===== src/rtl/uart_pkg.sv =====
// rtl/uart_pkg.sv - shared UART types and constants for the transmitter and receiver
package uart_pkg;

  typedef enum logic [1:0] {IDLE, START, DATA, STOP} uartState_t;

  localparam int UART_DATA_BITS    = 8;
  localparam int UART_CLKS_PER_BIT = 16;

endpackage


===== src/rtl/uart_baud_cnt.sv =====
// rtl/uart_baud_cnt.sv - bit-period counter, wraps every CLKS_PER_BIT cycles and flags the last one
module uart_baud_cnt
  import uart_pkg::*;
#(
  parameter int CLKS_PER_BIT = UART_CLKS_PER_BIT,
  parameter int CNT_W        = 16
) (
  input  logic clk,
  input  logic rst,
  input  logic clr,
  output logic bitEnd
);

  logic [CNT_W-1:0] cnt;

  assign bitEnd = !clr && (cnt == CNT_W'(CLKS_PER_BIT - 1));

  always_ff @(posedge clk or negedge rst) begin
    if (!rst) begin
      cnt <= '0;
    end else if (clr || bitEnd) begin
      cnt <= '0;
    end else begin
      cnt <= cnt + 1'b1;
    end
  end

endmodule


===== src/rtl/uart_tx.sv =====
// rtl/uart_tx.sv - UART 8N1 transmitter; defining UART_TX_TWO_STOP_EN selects two stop bits
module uart_tx
  import uart_pkg::*;
#(
  parameter int CLKS_PER_BIT = UART_CLKS_PER_BIT,
  parameter int CNT_W        = 16
) (
  input  logic       clk,
  input  logic       rst,
  input  logic       iValid,
  input  logic [7:0] iData,
  output logic       oReady,
  output logic       tx,
  output logic       oBusy,
  output logic       oDone
);

`ifdef UART_TX_TWO_STOP_EN
  localparam logic [2:0] LAST_STOP = 3'd1;
`else
  localparam logic [2:0] LAST_STOP = 3'd0;
`endif
  localparam logic [2:0] LAST_DATA = 3'(UART_DATA_BITS - 1);

  uartState_t                state;
  logic [UART_DATA_BITS-1:0] shift;
  logic [2:0]                bitIdx;
  logic                      bitEnd;

  // Counter is held at zero while idle, so accepting a byte starts a fresh bit period.
  uart_baud_cnt #(
    .CLKS_PER_BIT(CLKS_PER_BIT),
    .CNT_W       (CNT_W)
  ) uBaud (
    .clk   (clk),
    .rst   (rst),
    .clr   (state == IDLE),
    .bitEnd(bitEnd)
  );

  always_ff @(posedge clk or negedge rst) begin
    if (!rst) begin
      state  <= IDLE;
      shift  <= '0;
      bitIdx <= '0;
      tx     <= 1'b1;
      oReady <= 1'b1;
      oBusy  <= 1'b0;
      oDone  <= 1'b0;
    end else begin
      oDone <= 1'b0;
      case (state)
        IDLE: begin
          if (iValid && oReady) begin
            shift  <= iData;
            tx     <= 1'b0;
            oReady <= 1'b0;
            oBusy  <= 1'b1;
            state  <= START;
          end
        end
        START: begin
          if (bitEnd) begin
            tx     <= shift[0];
            bitIdx <= '0;
            state  <= DATA;
          end
        end
        DATA: begin
          if (bitEnd) begin
            if (bitIdx == LAST_DATA) begin
              tx     <= 1'b1;
              bitIdx <= '0;
              state  <= STOP;
            end else begin
              shift  <= shift >> 1;
              tx     <= shift[1];
              bitIdx <= bitIdx + 3'd1;
            end
          end
        end
        STOP: begin
          if (bitEnd) begin
            if (bitIdx == LAST_STOP) begin
              oReady <= 1'b1;
              oBusy  <= 1'b0;
              oDone  <= 1'b1;
              bitIdx <= '0;
              state  <= IDLE;
            end else begin
              bitIdx <= bitIdx + 3'd1;
            end
          end
        end
        default: state <= IDLE;
      endcase
    end
  end

endmodule


===== config.mk =====
export PLATFORM = sky130hd
export DESIGN_NAME = uart_tx
export DESIGN_NICKNAME = d
export VERILOG_FILES = /design/src/rtl/uart_pkg.sv /design/src/rtl/uart_baud_cnt.sv /design/src/rtl/uart_tx.sv
export SDC_FILE = /design/constraint.sdc
export NUM_CORES = 1
export LEC_CHECK = 0
export BUFFER_PORTS_ARGS = -buffer_cell sky130_fd_sc_hd__buf_2
export CAP_MARGIN = 20
export CORE_ASPECT_RATIO = 1.1
export CORE_MARGIN = 2
export CORE_UTILIZATION = 45
export CTS_BUF_LIST = sky130_fd_sc_hd__clkbuf_2 sky130_fd_sc_hd__clkbuf_4 sky130_fd_sc_hd__clkbuf_8
export DETAILED_ROUTE_END_ITERATION = 16
export GPL_TIMING_DRIVEN = 0
export SYNTH_ARGS = -nofsm -noshare
export SYNTH_HDL_FRONTEND = slang
export SYNTH_HIERARCHICAL = 1
export SYNTH_SLANG_ARGS = --single-unit

===== constraint.sdc =====
create_clock -name clk -period 2.4 [get_ports clk]
set_input_delay 0.12 -clock clk [delete_from_list [all_inputs] [get_ports clk]]
set_output_delay 0.12 -clock clk [all_outputs]
set_load 0.005 [all_outputs]

==> reports/results.ini, run 1 <==
[worst_setup_path]
worstSetupPathType=reg -> reg
critical_path_arrival_ns=2.35
setup.worst_path.end_class=register
slowest_delay_ns=0.39
reg2regPathDepth=9
cpMaxStageDelayCell=sky130_fd_sc_hd__dfrtp_1
crit_required_ns=2.61
setup.worst_path.start_class=register
critical_path.cell_chain=ha_1 > and3_1 > nand4_1 > nor2_2 > nand2b_1 > a211oi_4 > buf_6 > nor2_1 > a21oi_1
r2r-start=uBaud/cnt[0]
critical_path.startpoint=uBaud/cnt[0]
path_max_fanout=10
ff2ff_setup_slack_ns=0.26
rr_endpoint=shift[0]

[logic_synthesis]
postSynthAreaPerCell_sq_um=9.89
synthesized_nets=205
synth_top_cells_by_area=sky130_fd_sc_hd__dfrtp_1 43%, sky130_fd_sc_hd__ha_1 7.6%, sky130_fd_sc_hd__nor2_1 5.6%
cell_area_synth_sq_um=1810
synth.lib_cells_used.distinct=41
warnings_synthesis=6
postSynthCellCount=183
synth_top_cell_area_share_pct=42.8
synth.largest_area_cell=sky130_fd_sc_hd__dfrtp_1
ys_seq_area_share_pct=45.7
postSynthRegisterBits=33

[die]
die_w_um=64.5
die_area_sq_um=4550
core_sq_um=3900
dieHeight_um=70.5
boundaryPins=15
num_rows=24
initial_utilization_pct=46.4

[run]
cap_violations=0

[timing]
fin_worst_skew_ns=0.00637
final_cycle_share_pct=89.2
max-slew-margin-rel_pct=51.0
final_setup_violating_endpoints=0
worst-slew-pin-transition_ns=0.734
clock.fmax_mhz=467
finalMaxSlewViolations=0
fin_crit_ns=2.14
rsz0062_at_grt=false
hold_viol_final=0

[route]
drc=0
postRouteAntennaNets=0
detail_route.wirelength_mm=3.29
viasPerCell=5.19
vias=1339
drt_iter0_drc=51
first_pass_iters=4
routedWlPerCell_um=12.7

[global_routing]
grt_start_max_net_pins=34
number_of_antenna_violations_at_the_first_check_in_global_routing=0
grt_pass1_wl_mm=5.82
via_count_of_the_first_global_routing_pass=1256
grtUsageTotal_pct=16.9
grt_overflow=0

[cts]
clock_sink_count=33
post_cts_clock_slew_at_the_launch_and_capture_registers_of_the_worst_setup_and_hold_paths_ns=0.06
numCtsBuffers=5
insertion_delay_ns=0.28
cts_tree=done
clock_tree.root_cell=sky130_fd_sc_hd__clkbuf_8
cts-htree-levels=2
clock_tree.buffer_depth=2

[outcome]
status=finished clean

[pwr]
power_switching_share_pct=38.7
leakage_nw=0.936
cellPowerDensity_nw_per_um2=1020
pwr-share-clk_pct=19.2
power_w=0.00209
net-switching-power_w=0.000808
power_frac_comb_pct=43.0
cellInternalPower_w=0.00128
irDropWorstVdd_mv=0.514
p_seq_share_pct=37.9

[cells_and_area]
multiInputGateArea_sq_um=917
syn2layout_area_growth_pct=13.5
layout.core_utilization_pct=52.6
area.sequential_sq_um=828
antenna_cells_inserted=0
layoutNonFillerInstCount=258
finalInstanceArea_sq_um=2050
drive_gt1_share_pct=19.4
finish.net_count=228
layout.filler_cells=366

[min_path]
min_path_type=in -> reg
hp-start=iData[7]
whs_path_depth=3
hold-path-endpoint=shift[7]

[placed_design]
dpl-instance-area_sq_um=1950
port_buffers=14
hpwlAfterDp_mm=2.38
placer_congestion_estimate=0.846
numPlacedInstances=249

==> registers in the layout (all words and copies together), names as in the netlist <==
signal,cells
bitIdx,3
oBusy,1
oDone,1
oReady,1
shift,8
state,2
tx,1
uBaud/cnt,16
==> worst max-delay path by stage <==
stage | endpoint | slack (ns) | depth (start not counted)
2_1_floorplan | shift[0] | 0.45 | 9
3_3_place_gp | shift[6] | 0.05 | 9
3_5_place_dp | shift[6] | -0.008 | 9
4_1_cts | shift[0] | 0.07 | 9
5_1_grt | shift[0] | 0.03 | 9
6_report | shift[0] | 0.26 | 9
==> cell usage after synthesis, drive strengths merged <==
master / number
nand4: 6
dfrtp: 31
o21ai: 6
buf: 5
nor4: 6
dfstp: 2
a31o: 1
mux2i: 7
ha: 11
xnor2: 10
o2bb2ai: 1
nand3: 4
a22o: 1
a221oi: 1
nor2b: 1
a21oi: 10
a211oi: 1
a21boi: 1
nor2: 29
o211ai: 1
o21a: 1
mux2: 1
xor2: 3
o31ai: 1
nand2: 17
and3: 1
and4: 1
o32ai: 1
inv: 11
nor3: 6
o21bai: 2
nand2b: 3
==> layer usage <==
metal | track usage [%] | wire length [um]
met4 | 8.51 | 71
met1 | 20.5 | 1460
met2 | 27.5 | 1620
met5 | 0 | 0
met3 | 4.83 | 142
==> layout by cell type, fill, tap and decap left out, drive strengths merged, types with 2 or more instances in the layout <==
cell type,netlist,layout
dfrtp,31,31
nor2,29,29
buf,5,20
nand2,17,17
inv,11,11
ha,11,11
a21oi,10,10
xnor2,10,10
mux2i,7,7
o21ai,6,6
nor3,6,6
clkbuf,0,6
nand4,6,6
nor4,6,6
nand3,4,4
xor2,3,3
nand2b,3,3
o21bai,2,2
dfstp,2,2
==> kinds of logic (layout without fill, tap and decap cells) <==
logic type | after synthesis | in the layout | synth area share [%]
compound gates | 28 | 28 | 10.0
buf+inv | 16 | 39 | 4.15
xor+xnor | 13 | 13 | 6.29
mux | 8 | 8 | 4.49
flops | 33 | 33 | 45.7
simple gates | 74 | 74 | 21.7
fa+ha+maj | 11 | 11 | 7.60
==> critical path, delay by kind of cell (launching register included) <==
family / cells / cell delay [ns]
AND/OR/NAND/NOR: 5 / 0.81
flip-flops: 1 / 0.39
AO/OA/AOI/OAI: 2 / 0.44
buffers and inverters: 1 / 0.19
adder cells (fa/ha/maj): 1 / 0.23
==> power groups by stage <==
stage / clock (W) / sequential [W] / combinational, W
after detailed placement: 0 / 0.000801 / 0.000870
final: 0.000400 / 0.000790 / 0.000897
after CTS: 0.000423 / 0.000791 / 0.000894
after floorplan: 0 / 0.000778 / 0.000688
after global placement: 0 / 0.000794 / 0.000841
after global routing: 0.000455 / 0.000807 / 0.00104
==> stage by stage <==
step | TNS [ns] | setup slack (ns) | hold slack [ns]
global placement | 0 | 0.0542 | 0.221
floorplan | 0 | 0.445 | -0.176
CTS | 0 | 0.0709 | 0.0976
global route | 0 | 0.0262 | 0.114
detailed placement | -0.00818 | -0.00818 | 0.226
finish | 0 | 0.258 | 0.111
==> what timing repair did <==
item | CTS | global route
gates resized for setup | 1 | 1
hold buffers | 1 | 0
setup buffers | 0 | 1
endpoints found under the hold margin | 31 | 0
pin swaps | 0 | 1
endpoints found under the setup margin | 2 | 8
==> area by class of cell <==
type,count,share of cell area (%)
Sequential cell,33,40.3
Tap cell,52,3.17
Clock buffer,6,3.71
Buffer,5,1.64
Multi-Input combinational cell,134,44.6
Clock inverter,1,0.244
Timing Repair Buffer,16,4.26
Inverter,11,2.01
No activity file was read; power rests on OpenSTA's default activity.
==> run 2: changes to the inputs <==
--- a/config.mk
+++ b/config.mk
@@ -7,12 +7,15 @@
 export LEC_CHECK = 0
 export BUFFER_PORTS_ARGS = -buffer_cell sky130_fd_sc_hd__buf_2
 export CAP_MARGIN = 20
+export CELL_PAD_IN_SITES_DETAIL_PLACEMENT = 1
+export CELL_PAD_IN_SITES_GLOBAL_PLACEMENT = 1
 export CORE_ASPECT_RATIO = 1.1
 export CORE_MARGIN = 2
 export CORE_UTILIZATION = 45
 export CTS_BUF_LIST = sky130_fd_sc_hd__clkbuf_2 sky130_fd_sc_hd__clkbuf_4 sky130_fd_sc_hd__clkbuf_8
 export DETAILED_ROUTE_END_ITERATION = 16
 export GPL_TIMING_DRIVEN = 0
+export PLACE_DENSITY_LB_ADDON = 0.1
 export SYNTH_ARGS = -nofsm -noshare
 export SYNTH_HDL_FRONTEND = slang
 export SYNTH_HIERARCHICAL = 1
==> reports/results.ini, run 2 (synthesized netlist as in run 1, its figures left out) <==
[outcome]
status=finished clean

[worst_setup_path]
path_max_fanout=5
worst_path_dominant_cell_family=simple AND/OR/NAND/NOR gates
setup.worst_path.start_class=register
crit_required_ns=2.57
critical_path.cell_chain=ha_1 > and3_1 > nand4_1 > nor2_4 > o21bai_1 > nor2_1 > mux2_1
critical_path_buf_inv_count=0
slowest_delay_ns=0.38
setup.worst_path.end_class=register
critical_path_arrival_ns=2.28
worstSetupPathType=reg -> reg
cpMaxStageDelayCell=sky130_fd_sc_hd__dfrtp_1

[die]
core_sq_um=3900
initial_utilization_pct=46.4
boundaryPins=15
num_rows=24
dieHeight_um=70.5
die_area_sq_um=4550
die_w_um=64.5

[pwr]
pwr-share-clk_pct=24.1
cellInternalPower_w=0.00141
cellPowerDensity_nw_per_um2=1090
power_switching_share_pct=38.4
p_seq_share_pct=34.8
net-switching-power_w=0.000878
irDropWorstVdd_mv=0.375
leakage_nw=0.949
power_frac_comb_pct=41.1

[global_routing]
via_count_of_the_first_global_routing_pass=1559
grt_start_max_net_pins=34
grt_overflow=0
grt_pass1_wl_mm=7.18
number_of_antenna_violations_at_the_first_check_in_global_routing=0
grtUsageTotal_pct=20.4

[route]
detail_route.wirelength_mm=4.10
drt_iter0_drc=35
vias=1402
postRouteAntennaNets=0
first_pass_iters=4
viasPerCell=5.41
routedWlPerCell_um=15.8
drc=0

[run]
cap_violations=0

[cells_and_area]
commonest_cells_after_routing_fill_and_taps_aside=31 x sky130_fd_sc_hd__dfrtp_1, 26 x sky130_fd_sc_hd__nor2_1, 17 x sky130_fd_sc_hd__buf_2, 17 x sky130_fd_sc_hd__nand2_1
antenna_cells_inserted=0
finish.net_count=228
top_register=uBaud/cnt
finalInstanceArea_sq_um=2100
layout_top_registers=uBaud/cnt: 16 flops, shift: 8 flops, bitIdx: 3 flops
largest_register_ffs=16
drive_gt1_share_pct=19.8
syn2layout_area_growth_pct=15.9
final_common_cell=sky130_fd_sc_hd__dfrtp_1

[timing]
rsz0062_at_grt=false
final_cycle_share_pct=88.1
fin_worst_skew_ns=0.00825
finalMaxSlewViolations=0
worst-slew-pin-transition_ns=0.747
final.setup.tns_ns=0
final_setup_violating_endpoints=0
hold_viol_final=0
clock.fmax_mhz=473
max-slew-margin-rel_pct=50.2
fin_crit_ns=2.11

[cts]
clock_tree.root_cell=sky130_fd_sc_hd__clkbuf_8
post_cts_clock_slew_at_the_launch_and_capture_registers_of_the_worst_setup_and_hold_paths_ns=0.07
numCtsBuffers=5
insertion_delay_ns=0.29
cts-htree-levels=2
clock_tree.buffer_depth=2
clock_sink_count=33
cts_tree=done

[placed_design]
hpwlAfterDp_mm=2.98
placer_congestion_estimate=0.840
dpl-instance-area_sq_um=1950
port_buffers=14

[min_path]
min_path_type=in -> reg

[run 2: cell count changes in the layout (fill, tap and decap cells not counted)]
| cell | delta |
|---|---|
| sky130_fd_sc_hd__clkbuf_8 | +1 |
| sky130_fd_sc_hd__clkinv_2 | -1 |
| sky130_fd_sc_hd__clkbuf_4 | -1 |
| sky130_fd_sc_hd__nor2_4 | +1 |
| sky130_fd_sc_hd__bufinv_16 | +1 |
| sky130_fd_sc_hd__clkinvlp_4 | +1 |
| sky130_fd_sc_hd__nor2_2 | -1 |
[run 2: final timing paths]
check,from,end,slack [ns],depth (start not counted)
max,uBaud/cnt[0],state[1],0.29,7
min,iData[7],shift[7],0.11,3
max reg2reg,uBaud/cnt[0],state[1],0.29,7
min reg2reg,uBaud/cnt[0],uBaud/cnt[0],0.48,1
max in group asynchronous,rst,uBaud/cnt[11],1.47,2
min in group asynchronous,rst,shift[3],0.45,2
[run 2: layer usage]
| layer | GRT usage (%) | part of all wire, % | vias to the layer above |
|---|---|---|---|
| met5 | 0 | 0 | - |
| met4 | 5.67 | 1.5 | 0 |
| met3 | 4.51 | 2.6 | 7 |
| met2 | 39.8 | 56 | 19 |
| met1 | 21.4 | 40 | 709 |
| li1 | - | - | 667 |
[run 2: area by class of cell]
class | count | area (sq um)
clock buffers | 6 | 82.6
flip-flops and latches | 33 | 828
repair buffers | 16 | 87.6
clock inverters | 2 | 37.5
well taps | 52 | 65.1
multi-input cells | 134 | 922
inverters | 11 | 41.3
plain buffers | 5 | 33.8
fillers | 470 | 1810
[run 2: power groups by stage]
| stage | registers [W] | clock network [W] | logic, W |
|---|---|---|---|
| after detailed placement | 0.000807 | 0 | 0.000900 |
| after global routing | 0.000819 | 0.000588 | 0.00107 |
| after CTS | 0.000799 | 0.000567 | 0.000934 |
| after floorplan | 0.000778 | 0 | 0.000688 |
| final | 0.000797 | 0.000551 | 0.000940 |
| after global placement | 0.000796 | 0 | 0.000848 |
[run 2: what timing repair did]
action / in CTS / in global routing
pin swaps: 0 / 1
hold buffers: 1 / 0
hold endpoints to repair: 31 / 0
buffers inserted: 0 / 1
endpoints found under the setup margin: 3 / 9
gates resized for setup: 1 / 2
[run 2: worst reg2reg max path: stages, from the launching register on]
cell                       delay [ns]
sky130_fd_sc_hd__dfrtp_1         0.38
sky130_fd_sc_hd__ha_1            0.24
sky130_fd_sc_hd__and3_1          0.24
sky130_fd_sc_hd__nand4_1         0.21
sky130_fd_sc_hd__nor2_4          0.20
sky130_fd_sc_hd__o21bai_1        0.13
sky130_fd_sc_hd__nor2_1          0.23
sky130_fd_sc_hd__mux2_1          0.36
[run 2: metrics by stage]
stage	instances	utilization, %	setup WS [ns]	power [W]	hold WS, ns
CTS	258	53.4	0.0177	0.00230	0.106
floorplan	183	-	0.445	0.00147	-0.176
detailed placement	249	49.8	0.00323	0.00171	0.229
global route	259	53.8	0.0816	0.00248	0.107
global placement	249	49.8	0.0851	0.00164	0.210
finish	259	53.8	0.287	0.00229	0.106
==> run 3: changes to the inputs <==
--- a/config.mk
+++ b/config.mk
@@ -18,5 +18,4 @@
 export PLACE_DENSITY_LB_ADDON = 0.1
 export SYNTH_ARGS = -nofsm -noshare
 export SYNTH_HDL_FRONTEND = slang
-export SYNTH_HIERARCHICAL = 1
 export SYNTH_SLANG_ARGS = --single-unit
==> reports/results.ini, run 3 <==
[logic_synthesis]
postSynthCellCount=176
synth_top_cells_by_area=sky130_fd_sc_hd__dfrtp_1 42%, sky130_fd_sc_hd__ha_1 6.1%, sky130_fd_sc_hd__mux2_4 5.7%
postSynthRegisterBits=33
number_of_flops_mapped_to_enable_cells_by_yosys=0
postSynthAreaPerCell_sq_um=10.5
synth_commonest_cells=31 x sky130_fd_sc_hd__dfrtp_1, 17 x sky130_fd_sc_hd__nor2_1, 14 x sky130_fd_sc_hd__o21ai_0, 10 x sky130_fd_sc_hd__inv_1, 10 x sky130_fd_sc_hd__xnor2_1
ys_seq_area_share_pct=45.0
synth_top_cell_area_share_pct=42.2
asyncSetResetFlopFracSynth_pct=100
synth_most_common_cell=sky130_fd_sc_hd__dfrtp_1
synth.lib_cells_used.distinct=34
postSynth.topFlopCell=sky130_fd_sc_hd__dfrtp_1
synth.largest_area_cell=sky130_fd_sc_hd__dfrtp_1
warnings_synthesis=0
cell_area_synth_sq_um=1840
synthesized_nets=196

[global_routing]
number_of_antenna_violations_at_the_first_check_in_global_routing=0
via_count_of_the_first_global_routing_pass=1522
globalRouteMet2Util_pct=37.9
grt_overflow=0
grtUsageTotal_pct=20.0
grt_start_max_net_pins=34
global_route.usage.met3_pct=4.93
globalRouteMet1Util_pct=20.8
grt-busiest-layer=met2
grt_pass1_wl_mm=6.97

[route]
routedWlPerCell_um=16.2
viasPerCell=5.50
vias=1418
postRouteAntennaNets=0
detail_route.wirelength_mm=4.18
first_pass_iters=4
drt_iter0_drc=43
drc=0

[min_path]
whs_path_depth=3
hold-path-endpoint=shift[6]
min_path_type=in -> reg
hp-start=iData[6]

[die]
die_area_sq_um=4620
dieHeight_um=71.1
core_sq_um=3930
boundaryPins=15
num_rows=24
die_w_um=65.0
initial_utilization_pct=46.8

[timing]
finalMaxSlewViolations=0
final.setup.tns_ns=-0.0760
final_cycle_share_pct=101
rsz0062_at_grt=true
final_setup_violating_endpoints=7
fin_worst_skew_ns=0.00460
worst-slew-pin-transition_ns=0.777
hold_viol_final=0
clock.fmax_mhz=414
max-slew-margin-rel_pct=47.7
final_critical_path_setup_slack_ns=-0.0183
fin_crit_ns=2.42

[cells_and_area]
layoutNonFillerInstCount=258
layout_top_registers=uBaud.cnt: 16 flops, shift: 8 flops, bitIdx: 3 flops
final_common_cell=sky130_fd_sc_hd__dfrtp_1
drive_gt1_share_pct=26.2
multiInputGateArea_sq_um=958
top_register=uBaud.cnt
largest_register_ffs=16
finish.net_count=225
commonest_cells_after_routing_fill_and_taps_aside=31 x sky130_fd_sc_hd__dfrtp_1, 17 x sky130_fd_sc_hd__nor2_1, 14 x sky130_fd_sc_hd__o21ai_0, 14 x sky130_fd_sc_hd__buf_2
area.sequential_sq_um=828
layout.filler_cells=447
antenna_cells_inserted=0
syn2layout_area_growth_pct=16.9

[cts]
cts-htree-levels=2
post_cts_clock_slew_at_the_launch_and_capture_registers_of_the_worst_setup_and_hold_paths_ns=0.07
insertion_delay_ns=0.28
clock_tree.buffer_depth=2
clock_sink_count=33
clock_tree.root_cell=sky130_fd_sc_hd__clkbuf_8
numCtsBuffers=5
cts_tree=done

[worst_setup_path]
worst_path_most_repeated_cell=sky130_fd_sc_hd__or4_4
critical_path.cell_chain=or4_4 > or4_4 > a221oi_4 > buf_12 > mux2_4
cpMaxStageDelayCell=sky130_fd_sc_hd__or4_4
path_depth=5
setup.worst_path.start_class=register
path_max_fanout=7
critical_path_arrival_ns=2.59
slowest_delay_ns=0.58
rr_endpoint=shift[4]
crit_required_ns=2.57
setup.worst_path.end_class=register
worstSetupPathType=reg -> reg
r2r-start=uBaud.cnt[9]
worst_path_dominant_cell_family=simple AND/OR/NAND/NOR gates
ff2ff_setup_slack_ns=-0.02
reg2regPathDepth=5
critical_path_buf_inv_count=1

[outcome]
status=finished with violations
violated_checks=negative setup slack

[pwr]
irDropWorstVdd_mv=0.216
leakage_nw=0.997
cellPowerDensity_nw_per_um2=483

[placed_design]
hpwlAfterDp_mm=2.92
port_buffers=14
numPlacedInstances=242
placer_congestion_estimate=0.749

[run]
cap_violations=0

-- run 3: changes by cell type in the layout (fill, tap and decap cells not counted), moves of 4 or more --
cell | before | now
sky130_fd_sc_hd__nor2_1 | 26 | 17
sky130_fd_sc_hd__or3_1 | 0 | 4
sky130_fd_sc_hd__nand2_1 | 17 | 7
sky130_fd_sc_hd__mux2i_1 | 7 | 2
sky130_fd_sc_hd__mux2_2 | 0 | 8
sky130_fd_sc_hd__or4_4 | 0 | 4
sky130_fd_sc_hd__buf_4 | 2 | 7
sky130_fd_sc_hd__mux2_4 | 0 | 7
sky130_fd_sc_hd__o21ai_0 | 1 | 14
sky130_fd_sc_hd__o21ai_1 | 5 | 0
-- run 3: metrics by stage --
step	hold slack, ns	cell area, sq um	power [W]	util [%]	worst slack [ns]
2_1_floorplan	-0.176	1840	0.000586	-	-0.102
3_5_place_dp	0.226	1980	0.000609	50.3	-0.237
3_3_place_gp	0.220	1980	0.000607	50.3	-0.224
4_1_cts	0.187	2130	0.00105	54.0	0.00280
5_1_grt	0.195	2150	0.00108	54.6	-0.0684
6_report	0.195	2150	0.00104	54.6	-0.0183
-- run 3: worst max-delay path by stage --
| stage | startpoint | to | slack (ns) |
|---|---|---|---|
| after floorplan | uBaud.cnt[4] | shift[0] | -0.10 |
| after global placement | uBaud.cnt[4] | shift[2] | -0.22 |
| after detailed placement | uBaud.cnt[4] | shift[4] | -0.24 |
| after CTS | uBaud.cnt[9] | shift[3] | 0.003 |
| after global routing | uBaud.cnt[13] | state[1] | -0.07 |
| final | uBaud.cnt[9] | shift[4] | -0.02 |
-- run 3: cells by family (layout without fill, tap and decap cells) --
logic type	after synthesis	count (layout)	share of synthesized area, %
buffers and inverters	15	45	3.47
XOR/XNOR	11	11	5.24
adder cells (fa/ha/maj)	9	9	6.12
multiplexers	17	17	11.7
flip-flops	33	33	45.0
AO/OA/AOI/OAI	30	30	10.4
AND/OR/NAND/NOR	61	61	18.0
-- run 3: worst register-to-register path: stages, from the launching register on --
cell                       delay, ns
sky130_fd_sc_hd__dfrtp_1        0.40
sky130_fd_sc_hd__or4_4          0.54
sky130_fd_sc_hd__or4_4          0.58
sky130_fd_sc_hd__a221oi_4       0.31
sky130_fd_sc_hd__buf_12         0.17
sky130_fd_sc_hd__mux2_4         0.30
-- run 3: what timing repair did --
| item | 4_1_cts | 5_1_grt |
|---|---|---|
| cloned | 0 | 0 |
| resized for setup | 1 | 2 |
| pin swaps | 3 | 1 |
| setup endpoints to repair | 17 | 15 |
| hold endpoints to repair | 31 | 0 |
| buffers inserted | 5 | 3 |
| hold buffers | 1 | 0 |
-- run 3: area by class of cell --
| cell class | count | share of cell area, % |
|---|---|---|
| multi-input cells | 128 | 44.6 |
| flip-flops and latches | 33 | 38.5 |
| repair buffers | 23 | 7.10 |
| clock buffers | 8 | 4.25 |
| well taps | 52 | 3.03 |
| inverters | 10 | 1.75 |
| plain buffers | 4 | 0.757 |
-- run 3: power breakdown --
part           switching [W]  total (W)  internal [W]
Clock               0.000198   0.000438      0.000240
Combinational      0.0000179  0.0000342     0.0000164
Sequential        0.00000371   0.000566      0.000562
-- run 3: routing by layer --
metal / part of all wire, % / routed length, um / vias up
met5: 0 / 0 / -
met4: 2.7 / 111 / 0
met3: 2.9 / 123 / 11
met2: 55 / 2300 / 19
met1: 39 / 1650 / 706
li1: - / - / 682
